$ cat config.mk
export PLATFORM = sky130hd
export DESIGN_NAME = sobel_window_gen
export DESIGN_NICKNAME = d
export VERILOG_FILES = /design/src/rtl/sobel_pkg.sv /design/src/rtl/sobel_line_buffer.sv /design/src/rtl/sobel_window_gen.sv
export SDC_FILE = /design/constraint.sdc
export NUM_CORES = 1
export LEC_CHECK = 0
export ABC_AREA = 1
export CAP_MARGIN = 0
export CORE_ASPECT_RATIO = 2
export CORE_MARGIN = 5
export CORE_UTILIZATION = 57
export CTS_CLUSTER_SIZE = 40
export DETAILED_ROUTE_END_ITERATION = 8
export PLACE_DENSITY = 0.74
export SLEW_MARGIN = 20
export SYNTH_ARGS = -nofsm -noshare
export SYNTH_HDL_FRONTEND = slang
export SYNTH_SLANG_ARGS = --single-unit
$ cat constraint.sdc
create_clock -name clock -period 5.7 [get_ports clock]
set_clock_uncertainty 0.2 [all_clocks]
set_input_delay 1.14 -clock clock [delete_from_list [all_inputs] [get_ports clock]]
set_output_delay 1.14 -clock clock [all_outputs]
set_load 0.01 [all_outputs]
$ cat src/rtl/sobel_pkg.sv
// Constants and helpers shared between the window generator and the Sobel core.
package sobel_pkg;

  localparam int PIX_W          = 8;
  localparam int IMG_WIDTH_DEF  = 64;
  localparam int IMG_HEIGHT_DEF = 48;
  localparam int WIN_N          = 9;

  // Element (r,c) of a 3x3 window occupies slot 3r+c of the packed window bus.
  function automatic int win_idx(input int r, input int c);
    return 3 * r + c;
  endfunction

endpackage

$ cat src/rtl/sobel_line_buffer.sv
// One-row delay line: a DEPTH-1 entry read-before-write RAM plus its read
// register, so rd_data_o is the sample written exactly DEPTH accepts earlier.
module sobel_line_buffer #(
  parameter int DEPTH = 64,
  parameter int DW    = 8
) (
  input  logic          clock,
  input  logic          reset_n,
  input  logic          en_i,
  input  logic [DW-1:0] wr_data_i,
  output logic [DW-1:0] rd_data_o
);

  localparam int RD = DEPTH - 1;
  localparam int AW = (RD > 1) ? $clog2(RD) : 1;

  logic [DW-1:0] mem_q [RD];
  logic [AW-1:0] ptr_q, ptr_d;
  logic [DW-1:0] rd_q;

  // Pointer advance, wrapping over the RAM depth.
  always_comb begin
    ptr_d = ptr_q;
    if (en_i) begin
      if (ptr_q == AW'(RD - 1)) begin
        ptr_d = '0;
      end else begin
        ptr_d = ptr_q + AW'(1);
      end
    end else begin
      ptr_d = ptr_q;
    end
  end

  // RAM write port; contents are intentionally not reset.
  always_ff @(posedge clock) begin
    if (en_i) begin
      mem_q[ptr_q] <= wr_data_i;
    end
  end

  // Read register captures the old word at the address being overwritten.
  always_ff @(posedge clock or negedge reset_n) begin
    if (!reset_n) begin
      ptr_q <= '0;
      rd_q  <= '0;
    end else begin
      ptr_q <= ptr_d;
      if (en_i) begin
        rd_q <= mem_q[ptr_q];
      end
    end
  end

  assign rd_data_o = rd_q;

endmodule

$ cat src/rtl/sobel_window_gen.sv
// Streaming 3x3 window generator: two line buffers plus a two-column shift
// register feed a 1-deep output register holding only fully-inside windows.
module sobel_window_gen
  import sobel_pkg::*;
#(
  parameter int IMG_WIDTH  = IMG_WIDTH_DEF,
  parameter int IMG_HEIGHT = IMG_HEIGHT_DEF,
  parameter int PIX_W      = sobel_pkg::PIX_W,
  localparam int CW = (IMG_WIDTH  > 1) ? $clog2(IMG_WIDTH)  : 1,
  localparam int RW = (IMG_HEIGHT > 1) ? $clog2(IMG_HEIGHT) : 1
) (
  input  logic               clock,
  input  logic               reset_n,
  input  logic               in_valid,
  output logic               in_ready,
  input  logic [PIX_W-1:0]   in_data,
  input  logic               in_sof,
  output logic               out_valid,
  input  logic               out_ready,
  output logic [9*PIX_W-1:0] win_data,
  output logic [CW-1:0]      win_col,
  output logic [RW-1:0]      win_row,
  output logic               frame_done
);

  logic [CW-1:0]            col_q, col_d, cur_col_s;
  logic [RW-1:0]            row_q, row_d, cur_row_s;
  logic                     out_valid_q, out_valid_d;
  logic [9*PIX_W-1:0]       win_data_q, win_data_d, win_s;
  logic [CW-1:0]            win_col_q, win_col_d;
  logic [RW-1:0]            win_row_q, win_row_d;
  logic                     frame_done_q, frame_done_d;
  logic [2:0][PIX_W-1:0]    col0_q, col0_d, col1_q, col1_d, new_col_s;
  logic [PIX_W-1:0]         line0_s, line1_s;
  logic                     accept_s, last_col_s, last_row_s, win_ok_s;

  assign in_ready  = !out_valid_q || out_ready;
  assign accept_s  = in_valid && in_ready;

  // sof overrides the raster counters for the pixel it qualifies.
  assign cur_col_s  = in_sof ? '0 : col_q;
  assign cur_row_s  = in_sof ? '0 : row_q;
  assign last_col_s = (cur_col_s == CW'(IMG_WIDTH - 1));
  assign last_row_s = (cur_row_s == RW'(IMG_HEIGHT - 1));
  assign win_ok_s   = (cur_row_s >= RW'(2)) && (cur_col_s >= CW'(2));

  sobel_line_buffer #(.DEPTH(IMG_WIDTH), .DW(PIX_W)) u_line0 (
    .clock     (clock),
    .reset_n   (reset_n),
    .en_i      (accept_s),
    .wr_data_i (in_data),
    .rd_data_o (line0_s)
  );

  sobel_line_buffer #(.DEPTH(IMG_WIDTH), .DW(PIX_W)) u_line1 (
    .clock     (clock),
    .reset_n   (reset_n),
    .en_i      (accept_s),
    .wr_data_i (line0_s),
    .rd_data_o (line1_s)
  );

  assign new_col_s[0] = line1_s;
  assign new_col_s[1] = line0_s;
  assign new_col_s[2] = in_data;

  // Assemble the candidate window from the two stored columns and the new one.
  always_comb begin
    win_s = '0;
    for (int r = 0; r < 3; r++) begin
      win_s[PIX_W*win_idx(r, 0) +: PIX_W] = col0_q[r];
      win_s[PIX_W*win_idx(r, 1) +: PIX_W] = col1_q[r];
      win_s[PIX_W*win_idx(r, 2) +: PIX_W] = new_col_s[r];
    end
  end

  // Next-state for counters, column shift register and output register.
  always_comb begin
    col_d        = col_q;
    row_d        = row_q;
    col0_d       = col0_q;
    col1_d       = col1_q;
    frame_done_d = 1'b0;
    out_valid_d  = out_valid_q;
    win_data_d   = win_data_q;
    win_col_d    = win_col_q;
    win_row_d    = win_row_q;

    if (accept_s) begin
      col0_d       = col1_q;
      col1_d       = new_col_s;
      frame_done_d = last_col_s && last_row_s;
      if (last_col_s) begin
        col_d = '0;
        row_d = last_row_s ? '0 : (cur_row_s + RW'(1));
      end else begin
        col_d = cur_col_s + CW'(1);
        row_d = cur_row_s;
      end
    end else begin
      frame_done_d = 1'b0;
    end

    if (accept_s && win_ok_s) begin
      out_valid_d = 1'b1;
      win_data_d  = win_s;
      win_col_d   = cur_col_s;
      win_row_d   = cur_row_s;
    end else if (out_ready) begin
      out_valid_d = 1'b0;
    end else begin
      out_valid_d = out_valid_q;
    end
  end

  // State registers.
  always_ff @(posedge clock or negedge reset_n) begin
    if (!reset_n) begin
      col_q        <= '0;
      row_q        <= '0;
      col0_q       <= '0;
      col1_q       <= '0;
      out_valid_q  <= 1'b0;
      win_data_q   <= '0;
      win_col_q    <= '0;
      win_row_q    <= '0;
      frame_done_q <= 1'b0;
    end else begin
      col_q        <= col_d;
      row_q        <= row_d;
      col0_q       <= col0_d;
      col1_q       <= col1_d;
      out_valid_q  <= out_valid_d;
      win_data_q   <= win_data_d;
      win_col_q    <= win_col_d;
      win_row_q    <= win_row_d;
      frame_done_q <= frame_done_d;
    end
  end

  assign out_valid  = out_valid_q;
  assign win_data   = win_data_q;
  assign win_col    = win_col_q;
  assign win_row    = win_row_q;
  assign frame_done = frame_done_q;

endmodule

==> flow_summary.rst, run 1 <==
.. list-table::
   :header-rows: 1

   * - Metric
     - Value
   * - Result of the run
     - finished, final reports clean
   * - Count of buffers inserted at the top-level ports
     - 99
   * - Endpoints failing setup
     - 0
   * - Average detailed-routed wire length per instance
     - 20.8 µm
   * - I/O pins
     - 100
   * - Area fraction in compound gates after synthesis
     - 4.10%
   * - Launch instance of the worst register-to-register path
     - u_line0.ptr_q[0]
   * - Number of iterations in the first detailed-routing pass
     - 6
   * - Worst-path clk slew
     - 70 ps
   * - Share of Yosys cell area claimed by the top area cell type
     - 60.5%
   * - Diodes inserted
     - 0
   * - Detailed-route wire length
     - 126 mm
   * - Syn Inst Count
     - 4813
   * - Main synth FF type
     - edfxtp_1
   * - Utilization after layout
     - 63.1%
   * - Placeable Area
     - 87100 µm²
   * - Initial drt markers
     - 2789
   * - Worst slack at placement
     - 1270 ps
   * - Critical Path AT
     - 4160 ps
   * - Final TNS setup
     - 0 ps
   * - Sequential share of the synthesized area
     - 69.2%
   * - Capturing element type of the critical path
     - flip-flop
   * - Layout Area Growth over Synthesis
     - 9.89%
   * - Number of cells in the design after placement
     - 5902
   * - Global placer's final weighted congestion
     - 0.933
   * - Number of buffers inserted to repair setup after CTS
     - 0
   * - Leading cell type by number of instances after synthesis
     - nand2_1
   * - Leakage power
     - 23.4 nW
   * - Total number of yosys warnings
     - 0
   * - Commonest cells in the synthesized netlist
     - nand2_1, edfxtp_1, inv_1, nor2_1, nand3_1
   * - Wire length of the first global-routing pass
     - 189 mm
   * - Fraction of the mapped netlist area in simple logic gates
     - 18.0%
   * - Cell Count, Final, Fillers Out
     - 6077
   * - Quantity of gates resized following cts
     - 0
   * - Initial core utilization
     - 57.4%
   * - Element type at the critical path start
     - flip-flop
   * - Post-synth ARST share
     - 14.7%
   * - Number of levels in the clock H-tree
     - 3
   * - Shortest clock period the worst path allows after layout
     - 3780 ps
   * - Clock network latency to the later pin of the worst-skew pair
     - 710 ps
   * - VDD IR max
     - 0.384 mV
   * - Cell area after technology mapping
     - 50000 µm²
   * - GRT Total Usage
     - 26.9%
   * - RSZ-0062 raised after global routing
     - no
   * - Max FO, Critical Path
     - 74
   * - Total CTS buffers
     - 95
   * - Largest family of logic cells by synthesized area
     - simple AND/OR/NAND/NOR gates
   * - Mux cell area share after synthesis
     - 0%
   * - Count of standard-cell rows
     - 153
   * - Root buffer cell
     - clkbuf_16
   * - CTS Hold Bufs
     - 0
   * - Net count reported at finish
     - 4858
   * - Cell taking the most area after synthesis
     - edfxtp_1
   * - Worst Hold Launch
     - col0_q[18]
   * - Maximum Capacitance Violations
     - 0
   * - Xor and xnor fraction of the mapped netlist area
     - 0.0701%
   * - Layout cell share with drive strength beyond 1
     - 5.78%
   * - Max Root-Sink Buffers
     - 3
   * - Min-Delay Path Class
     - flip-flop to flip-flop
   * - Slew @ Worst Pin
     - 1130 ps
   * - Req. time, crit path
     - 6090 ps
   * - Final setup margin
     - 1920 ps
   * - Pin count of the biggest net entering global routing
     - 241
   * - Hold Violations, Final
     - 0
   * - Number of global-route vias before repair
     - 32889
   * - Distinct cells, synth
     - 31
   * - Filler cells
     - 6754
   * - Upper clock frequency limit
     - 265 MHz
   * - Antenna violations before repair
     - 0
   * - Half-perimeter wire length of the detailed placement result
     - 81.3 mm
   * - Total global routing overflow
     - 0
   * - Startpoint of the worst setup timing path
     - u_line0.ptr_q[0]
   * - Via total after detailed routing
     - 32750
   * - EDFF count, synth
     - 1008
   * - Width of the chip
     - 219 µm
   * - Power Density
     - 444 nW/µm²
   * - Via count normalized by instance count
     - 5.39
   * - Adder-cell area share of the yosys netlist
     - 0.200%
   * - Area contributors post-synth
     - edfxtp_1, nand2_1, dfrtp_1
   * - Max-slew violation total from the final report
     - 0
   * - DRC violation count after routing
     - 0
   * - Sinks on the clock net
     - 1182
   * - Area of combinational cells with multiple inputs
     - 11200 µm²
   * - Post-detailed-route count of antenna-violating nets
     - 0
   * - Height of the die
     - 429 µm
   * - Max-slew headroom at the worst pin
     - 24.9%
   * - Post-route fraction of the period consumed by the critical path
     - 66.3%
   * - CP Class
     - flip-flop to flip-flop
   * - Post-synthesis sequential element count
     - 1182
   * - Mapped Nets
     - 4834
   * - TritonCTS clock tree
     - built
   * - Mean instance size in the synthesized netlist
     - 10.4 µm²
   * - Die Outline Area
     - 94100 µm²
   * - Area occupied by registers
     - 34700 µm²
-- per-stage QoR --
stage                     total power, mW  hold WS [ps]  instance area [µm²]
after CTS                            24.4           258                54900
final                                24.4           268                54900
after global routing                 25.4           293                54900
after detailed placement             17.8           254                51800
after global placement               17.7           260                51800
after floorplan                      14.8           242                50000
-- cells in the final DEF (no fill, tap or decap), drive strengths merged, types with 4 or more instances in the layout --
master / Yosys / layout
nand2: 1338 / 1338
edfxtp: 1008 / 1008
inv: 846 / 855
nor2: 405 / 405
nand3: 378 / 378
o21ai: 238 / 238
dfrtp: 174 / 174
clkbuf: 62 / 110
o211ai: 95 / 95
clkdlybuf4s50: 0 / 90
or2: 64 / 64
buf: 145 / 43
clkinv: 4 / 43
bufinv: 0 / 12
nand4: 10 / 10
o22ai: 9 / 9
a21oi: 9 / 9
nor3: 9 / 9
ha: 8 / 8
clkinvlp: 0 / 6
a31oi: 4 / 4
-- final timing paths --
path,endpoint,cells after the start,slack (ps)
setup reg to reg,u_line0.rd_data_o[2],11,1920
max in group asynchronous,u_line1.ptr_q[0],2,3910
hold reg to reg,win_data[50],2,270
setup / recovery,u_line0.rd_data_o[2],11,1920
min in group asynchronous,win_data[12],1,280
hold / removal,win_data[50],2,270
-- worst max-delay path, stage by stage, from the launching register on --
cell and delay, ps:
dfrtp_4 730, inv_4 690, buf_4 500, nand2_1 90
nand3_1 130, nand2_1 60, o21ai_0 490, nand2_1 190
nor2_1 180, nand3_1 180, nand2_1 90, inv_1 50
-- sequential cells by signal, indices dropped and copies added, names as in the netlist, 8 cells and up --
| register | count |
|---|---|
| u_line0.mem_q | 504 |
| u_line1.mem_q | 504 |
| win_data | 72 |
| col0_q | 24 |
| col1_q | 24 |
| u_line0.rd_data_o | 8 |
| u_line1.rd_data_o | 8 |
-- report_power, final --
group	leakage [nW]	internal, mW	switching, mW
clock network	1.54	3.67	3.04
registers	11.2	10.7	0.949
logic	10.6	1.71	4.38
total	23.4	16.0	8.37
-- cells by family after synthesis --
| group | Yosys count |
|---|---|
| and+or+nand+nor | 2205 |
| DFF | 1182 |
| buffers and inverters | 1057 |
| AOI/OAI and AO/OA | 357 |
| adders and majority gates | 8 |
| xor gates and xnor gates | 4 |
-- routing by layer --
layer	wire length, µm	global-route usage [%]	up-vias
met2	67900	49.7	1259
met3	6720	3.49	463
li1	-	-	15484
met1	40500	27.1	15544
met5	0	0	-
met4	11200	19.7	0
-- layout make-up --
type                       instances  area share, %
clock buffer                     109           4.46
clock inverter                    66           1.28
inverter                         850           5.82
multi-input combinational       2574           20.4
sequential                      1182           63.1
tap                             1162           2.65
timing repair buffer             134           2.28
Note: power is estimated with default switching activity, not from simulation.
==> run 2: changes to the inputs <==
CORE_UTILIZATION = 56   (was 57)
PLACE_DENSITY = 0.76   (was 0.74)
clock period = 3.39 ns   (was 5.7 ns; I/O delays follow)
==> run 2 against run 1 <==
Effect of this change:
- combinational power increased by 85%
- power grew 74%
- maximum frequency grew 24%
- worst hold slack got worse by 71 ps
- register-to-register slack worse by 1600 ps
- cell count up 4.1%
- largest power group unchanged
==> flow_summary.rst, run 2 (synthesis gave the netlist of run 1 again) <==
.. list-table::
   :header-rows: 1

   * - Metric
     - Value
   * - Number of buffers inserted to repair setup after CTS
     - 0 (unchanged)
   * - Clock network latency to the later pin of the worst-skew pair
     - 710 ps (about the same)
   * - Area occupied by registers
     - 34600 µm² (about the same)
   * - Element type at the critical path start
     - flip-flop
   * - Req. time, crit path
     - 3770 ps (-2320 ps)
   * - Net count reported at finish
     - 5085 (+4.7%)
   * - Maximum Capacitance Violations
     - 0 (unchanged)
   * - VDD IR max
     - 0.661 mV (+72%)
   * - Capturing element type of the critical path
     - flip-flop
   * - Clock power frac
     - 28.0% (+0.5 points)
   * - Total global routing overflow
     - 0 (unchanged)
   * - Worst hold slack
     - 198 ps (-70.8 ps)
   * - Cell Count, Final, Fillers Out
     - 6326 (+4.1%)
   * - Sinks on the clock net
     - 1182 (unchanged)
   * - Power Internal
     - 28.0 mW (+75%)
   * - Post-route fraction of the period consumed by the critical path
     - 90.0% (+24 points)
   * - Via count normalized by instance count
     - 5.34 (-0.93%)
   * - DRC violation count after routing
     - 0 (unchanged)
   * - Detailed-route wire length
     - 126 mm (about the same)
   * - Worst-path clk slew
     - 70 ps (about the same)
   * - Global placer's final weighted congestion
     - 1.11 (+19%)
   * - Maximum cell stage delay along the critical path
     - 710 ps (-20 ps)
   * - CP Class
     - flip-flop to flip-flop
   * - Max Root-Sink Buffers
     - 3 (unchanged)
   * - Power Density
     - 740 nW/µm² (+67%)
   * - Leakage power
     - 24.8 nW (+5.8%)
   * - Total Power Consumption
     - 42.3 mW (+74%)
   * - Area of combinational cells with multiple inputs
     - 11200 µm² (about the same)
   * - CP cell instances
     - inv_4 > buf_12 > nand2_1 > nand3_1 > nand2_1 > o21ai_0 > nand3_1 > nor2_1 > a21oi_1
   * - Height of the die
     - 433 µm (+0.87%)
   * - Switching part of the total power
     - 33.9% (-0.38 points)
   * - I/O pins
     - 100 (unchanged)
   * - Initial core utilization
     - 56.2% (-1.2 points)
   * - Sequential cell fraction of total power
     - 45.5% (-2.0 points)
   * - Number of cells in the design after placement
     - 6139 (+4.0%)
   * - Wire length of the first global-routing pass
     - 192 mm (+1.6%)
   * - Most frequent standard cell in the layout excluding fill and tap cells
     - nand2_1
   * - Highest-count cells in the layout ignoring fill and taps
     - nand2_1, edfxtp_1, inv_1
   * - TritonCTS clock tree
     - built
   * - Worst slack at placement
     - 136 ps (-1140 ps)
   * - Half-perimeter wire length of the detailed placement result
     - 83.0 mm (+2.1%)
   * - Placeable Area
     - 89000 µm² (+2.2%)
   * - Switching power
     - 14.4 mW (+72%)
   * - Slew @ Worst Pin
     - 952 ps (-175 ps)
   * - Cell area after placement
     - 53800 µm² (+4.0%)
   * - Die Outline Area
     - 95700 µm² (+1.7%)
   * - Finished Cell Area
     - 57300 µm² (+4.2%)
   * - Max FO, Critical Path
     - 47 (-36%)
   * - Share of total power in combinational logic
     - 26.6% (+1.6 points)
   * - Layout cell share with drive strength beyond 1
     - 10.0% (+4.3 points)
   * - Critical Path AT
     - 3430 ps (-730 ps)
   * - Antenna violations before repair
     - 0 (unchanged)
   * - Total CTS buffers
     - 99 (+4.2%)
   * - Max-slew headroom at the worst pin
     - 36.6% (+12 points)
   * - Hold Violations, Final
     - 0 (unchanged)
   * - Count of standard-cell rows
     - 155 (+1.3%)
   * - RSZ-0062 raised after global routing
     - no
   * - Width of the chip
     - 221 µm (+0.85%)
   * - Upper clock frequency limit
     - 328 MHz (+24%)
   * - Utilization after layout
     - 64.3% (+1.2 points)
   * - Number of iterations in the first detailed-routing pass
     - 6 (unchanged)
   * - Count of buffers inserted at the top-level ports
     - 99 (unchanged)
   * - Number of global-route vias before repair
     - 34027 (+3.5%)
   * - Critical path's top delay family
     - compound AO/OA/AOI/OAI gates
   * - CP Buf/Inv Count
     - 2 (-1)
   * - Endpoints failing setup
     - 0 (unchanged)
   * - Initial drt markers
     - 2913 (+4.4%)
   * - Average detailed-routed wire length per instance
     - 20.0 µm (-3.9%)
   * - Layout Area Growth over Synthesis
     - 14.5%
   * - Shortest clock period the worst path allows after layout
     - 3050 ps (-728 ps)
   * - GRT Total Usage
     - 26.2% (-0.71 points)
   * - Min-Delay Path Class
     - input pin to flip-flop
   * - Final setup margin
     - 340 ps (-1580 ps)
   * - Post-detailed-route count of antenna-violating nets
     - 0 (unchanged)
   * - Final TNS setup
     - 0 ps (unchanged)
   * - Max-slew violation total from the final report
     - 0 (unchanged)
   * - Via total after detailed routing
     - 33776 (+3.1%)
   * - Result of the run
     - finished, final reports clean
   * - Number of levels in the clock H-tree
     - 3 (unchanged)
   * - Filler cells
     - 6584 (-2.5%)
   * - CP max stage cell
     - o21ai_0
   * - Root buffer cell
     - clkbuf_16
   * - Diodes inserted
     - 0 (unchanged)
   * - Pin count of the biggest net entering global routing
     - 158 (-34%)
## run 2: what timing repair did
| item | CTS | global route |
|---|---|---|
| endpoints found under the hold margin | 63 | 0 |
| resized for setup | 0 | 0 |
| hold buffers | 1 | 0 |
## run 2: path summary, 6_finish.rpt
kind	startpoint	to	slack, ps	cells past startpoint
max	u_line0.ptr_q[0]	u_line0.rd_data_o[7]	340	9
min	in_data[0]	u_line0.mem_q[21][0]	200	1
min in group asynchronous	reset_n	win_data[9]	340	2
max in group asynchronous	reset_n	win_data[68]	1910	3
min reg2reg	col0_q[20]	win_data[52]	270	2
max reg2reg	u_line0.ptr_q[0]	u_line0.rd_data_o[7]	340	9
## run 2: area by class of cell
class                           count  share of cell area, %
Sequential cell                  1182                   60.5
Multi-Input combinational cell   2574                   19.6
Timing Repair Buffer              357                   5.80
Inverter                          850                   5.58
Clock buffer                      116                   4.57
Tap cell                         1177                   2.57
Clock inverter                     70                   1.38
## run 2: power by group through the flow
stage / logic, mW / registers (mW) / clock network, mW
after floorplan: 5.59 / 19.3 / 0
after global placement: 10.9 / 19.5 / 0
after detailed placement: 11.1 / 19.6 / 0
after CTS: 11.2 / 19.3 / 12.0
after global routing: 12.2 / 19.4 / 12.6
final: 11.3 / 19.3 / 11.8
## run 2: layer usage
metal	vias to the layer above	wire (µm)	GRT usage (%)
met5	-	0	0
met4	0	11200	19.7
met3	463	6570	3.36
met2	1246	68000	48.8
met1	16122	40500	26.4
li1	15945	-	-
